<file path="src/rtl/cache_bus_arbiter.sv">
// Shares one memory bus between the I-cache (F) and D-cache (M) controllers; grant one cycle after request, held for the whole burst.
// Owner's HReady is forwarded combinationally; the non-owner simply waits with BusReady low; an IDLE turnaround sits between grants.
module cache_bus_arbiter #(
  parameter int ADDRW = 32,
  parameter int DATAW = 32,
  parameter int BEATW = 3
) (
  input  logic             clk,
  input  logic             reset,
  input  logic             HRequestF,
  input  logic [ADDRW-1:0] HAddrF,
  input  logic             HRequestM,
  input  logic             HWriteM,
  input  logic [ADDRW-1:0] HAddrM,
  input  logic [DATAW-1:0] HWDataM,
  input  logic             HReady,
  output logic             HRequest,
  output logic             HWrite,
  output logic [ADDRW-1:0] HAddr,
  output logic [DATAW-1:0] HWData,
  output logic             BusReadyF,
  output logic             BusReadyM,
  output logic             GrantF,
  output logic             GrantM,
  output logic [BEATW-1:0] BeatCnt,
  output logic             StrayReady
);

  typedef enum logic [1:0] {IDLE, OWN_F, OWN_M} state_t;

  state_t state;
  logic   last_m;
  logic   stray;

  assign BusReadyF = GrantF & HRequestF & HReady;
  assign BusReadyM = GrantM & HRequestM & HReady;
  // Any HReady not handed to a requesting owner is stray, including the drop cycle.
  assign stray     = HReady & ~(BusReadyF | BusReadyM);

  always_ff @(posedge clk or posedge reset) begin
    if (reset) begin
      state      <= IDLE;
      last_m     <= 1'b0;
      GrantF     <= 1'b0;
      GrantM     <= 1'b0;
      BeatCnt    <= '0;
      StrayReady <= 1'b0;
    end else begin
      if (stray) StrayReady <= 1'b1;
      case (state)
        IDLE: begin
          BeatCnt <= '0;
          // Round-robin on a tie: whoever did not win last time goes first.
          if (HRequestM && (!HRequestF || !last_m)) begin
            state  <= OWN_M;
            GrantM <= 1'b1;
            last_m <= 1'b1;
          end else if (HRequestF) begin
            state  <= OWN_F;
            GrantF <= 1'b1;
            last_m <= 1'b0;
          end
        end
        OWN_F: begin
          if (!HRequestF) begin
            state   <= IDLE;
            GrantF  <= 1'b0;
            BeatCnt <= '0;
          end else if (BusReadyF && BeatCnt != {BEATW{1'b1}}) begin
            BeatCnt <= BeatCnt + 1'b1;
          end
        end
        OWN_M: begin
          if (!HRequestM) begin
            state   <= IDLE;
            GrantM  <= 1'b0;
            BeatCnt <= '0;
          end else if (BusReadyM && BeatCnt != {BEATW{1'b1}}) begin
            BeatCnt <= BeatCnt + 1'b1;
          end
        end
        default: begin
          state   <= IDLE;
          GrantF  <= 1'b0;
          GrantM  <= 1'b0;
          BeatCnt <= '0;
        end
      endcase
    end
  end

  always_comb begin
    HRequest = 1'b0;
    HWrite   = 1'b0;
    HAddr    = '0;
    HWData   = '0;
    case (state)
      OWN_M: begin
        HRequest = HRequestM;
        HWrite   = HWriteM;
        HAddr    = HAddrM;
        HWData   = HWDataM;
      end
      OWN_F: begin
        HRequest = HRequestF;
        HAddr    = HAddrF;
      end
      default: ;
    endcase
  end

endmodule

</file>
<file path="config.mk">
export PLATFORM = sky130hd
export DESIGN_NAME = cache_bus_arbiter
export DESIGN_NICKNAME = d
export VERILOG_FILES = /design/src/rtl/cache_bus_arbiter.sv
export SDC_FILE = /design/constraint.sdc
export NUM_CORES = 1
export LEC_CHECK = 0
export ABC_AREA = 1
export ABC_CLOCK_PERIOD_IN_PS = 1400
export CORE_AREA = 4 4 66 68
export CTS_CLUSTER_SIZE = 28
export DETAILED_ROUTE_END_ITERATION = 7
export DIE_AREA = 0 0 70 72
export DONT_BUFFER_PORTS = 1
export GPL_ROUTABILITY_DRIVEN = 0
export PLACE_DENSITY = 0.52
export SYNTH_ARGS = -nofsm -noshare
export SYNTH_HDL_FRONTEND = slang
export SYNTH_SLANG_ARGS = --single-unit
</file>
<file path="constraint.sdc">
create_clock -name clk -period 1.4 [get_ports clk]
set_input_delay 0.14 -clock clk [delete_from_list [all_inputs] [get_ports clk]]
set_output_delay 0.14 -clock clk [all_outputs]
set_load 0.05 [all_outputs]
</file>
==> impl_metrics.ini <==
[logic_synthesis]
syn-num-nets = 359
synthDistinctLibCells = 17
syn_area_mm2 = 0.001277
ys_ff_latch = 9
yosysSeqAreaShare_pct = 17.63
ys_warn_count = 0
syn_area_per_cell_um2 = 5.069
synth_top_area_cell = nand2_1
synthCells = 252
synth_top_cell_area_share_pct = 33.79
synthTopCellsByArea = nand2_1 (34%), dfrtp_1 (18%), inv_1 (14%)

[critical_path]
max_stage_delay_ns = 0.40
arrival_ns = 1.59
cp_max_fo = 16
worstPathCellList = buf_6 > ha_4 > buf_12 > nand2_1 > a21oi_4 > buf_12
crit_top_cell = buf_12
r2r_start = state[1]$_DFFE_PP0P_
start_kind = flip-flop
cp_slowest_cell = dfrtp_1
cp.required_ns = 1.26
startpoint = state[1]$_DFFE_PP0P_
critPathKind = flip-flop to primary output
cp-end-kind = primary output

[layout]
seqCellArea_um2 = 227.7
syn2layout_area_growth_pct = 145.0
final_cells = 359
final_area_mm2 = 0.003129
final_layout_size_suffix_gt1_share_pct = 65.37
antenna_cells = 0
num-nets-final = 417
multiInputGateArea_mm2 = 0.001361
fill_cells = 253

[timing]
finalHoldWorstSlack_ns = 0.06249
relSlewSlack_pct = 75.21
fin_skew_ns = 0.001707
finalCritPeriodShare_pct = 123.4
worstMarginPinSlew_ns = 0.3715
final_hold_viol_count = 0
rsz0062_at_grt = true
tns_ns = -19.07
drv_slew = 0
max_freq_mhz = 579.0
min_period_ns = 1.727
finalSetupViolations = 71
worst_slack_ns = -0.3273

[placement]
dp_hpwl_um = 5043
io_buffers = 0
post-place-cells = 346
place_area_mm2 = 0.002845
dp_slack_ns = -0.1029

[run]
cap_violations = 0

[die]
row_count = 23
ios = 176
die_height_um = 72
core_area_mm2 = 0.003856
die_w_um = 70
start_util_pct = 33.13
die_area_mm2 = 0.005040

[clock_tree]
clockBufferDepth = 2
cts_tree = yes
insertion_delay_ns = 0.24
cts.sinks = 9
clkTransAtPathRegs_ns = 0.05
cts_root_buf = clkbuf_8
htreeDepth = 1
cts_buffers = 3

[drt]
viasPerCell = 5.131
vias = 1842
drtAntennaViolNets = 0
drc = 0
drtPass1Iterations = 4
avgRoutedWirePerCell_um = 17.54
drtIter0Drc = 71
wl_um = 6297

[power_and_ir_drop]
ir_drop_v = 0.001674
p_per_area_mw_per_mm2 = 2439
p_leak_nw = 1.068

[global_routing]
grt_max_degree = 34
overflow = 0
antenna_found_initial = 0
grt_pass1_wl_um = 9577
grt_pass1_vias = 1900
grt_usage_pct = 23.16

[status]
violations = negative setup slack
status = finished with violations

[min_path]
min_from = HReady
hold_path.class = primary input to flip-flop
-- what timing repair did --
item	in CTS	in global routing
endpoints found under the hold margin	9	0
setup buffers	4	2
cloned	1	1
hold buffers	1	0
endpoints found under the setup margin	69	72
pin swaps	5	0
gates resized for setup	23	22
-- area by class of cell --
type / count / area share (%)
Clock buffer: 4 / 1.439
Inverter: 50 / 9.836
Multi-Input combinational cell: 179 / 43.50
Sequential cell: 9 / 7.277
Tap cell: 50 / 1.999
Timing Repair Buffer: 67 / 35.95
-- synth_stat cells, drive strengths merged --
master / number
nor2: 7
nand4: 3
dfrtp: 9
buf: 11
a21boi: 1
nand2: 117
o21ai: 3
a31o: 1
nor3: 2
inv: 49
nand3: 7
clkinv: 1
a21oi: 33
clkbuf: 3
ha: 5
-- logic make-up (layout without fill, tap and decap cells) --
kind of cell / count (synthesis) / in the layout / share of synthesized area (%)
flip-flops: 9 / 9 / 17.63
AO/OA/AOI/OAI: 38 / 38 / 15.38
AND/OR/NAND/NOR: 136 / 136 / 41.82
buffers and inverters: 64 / 121 / 20.27
adder cells (fa/ha/maj): 5 / 5 / 4.897
-- power by group --
part	internal (mW)	leakage (nW)	switching, mW
clock network	0.200	0.0228	0.117
registers	0.343	0.110	0.0763
logic	2.75	0.935	4.15
total	3.29	1.07	4.34
-- final timing paths --
path / cells past startpoint / slack [ns] / endpoint
max in group asynchronous: 2 / 0.79 / BeatCnt[0]$_DFFE_PP0P_
max reg2reg: 7 / -0.14 / state[0]$_DFFE_PP0P_
max: 6 / -0.33 / HAddr[1]
min reg2reg: 1 / 0.47 / StrayReady$_DFFE_PP0P_
min in group asynchronous: 2 / 0.32 / BeatCnt[2]$_DFFE_PP0P_
min: 1 / 0.06 / StrayReady$_DFFE_PP0P_
-- registers in the layout, summed over array words and instances, names as in the netlist --
name        flops
GrantM          1
last_m          1
BeatCnt         3
state           2
GrantF          1
StrayReady      1
-- metrics by stage --
step                      power, mW  utilization, %
final                         7.634           81.15
after global routing          7.986           81.15
after CTS                     7.483           78.55
after detailed placement      6.791           73.78
after global placement        6.668           73.78
after floorplan               4.890               -
-- layout by cell type, fill, tap and decap left out, drive strengths merged, types with 2 or more instances in the layout --
master and n:
buf 65, clkbuf 5, dfrtp 9, clkinvlp 30, nand2 117, nor2 7, o21ai 3, inv 20
nor3 2, ha 5, a21oi 33, nand4 3, nand3 7
-- metal layers --
layer	vias up	GRT usage, %	share of wire, %
met5	-	0	0
met1	858	25.59	34
met3	11	5.956	8.8
met4	0	5.106	1.4
met2	104	44.49	56
li1	869	-	-
-- worst max-delay path, delay by kind of cell, from the launching register on --
family,cells,cell delay (ns)
buf+inv,3,0.43
compound gates,1,0.18
flops,1,0.40
simple gates,1,0.10
fa+ha+maj,1,0.23
(Power assumes the default switching activity.)
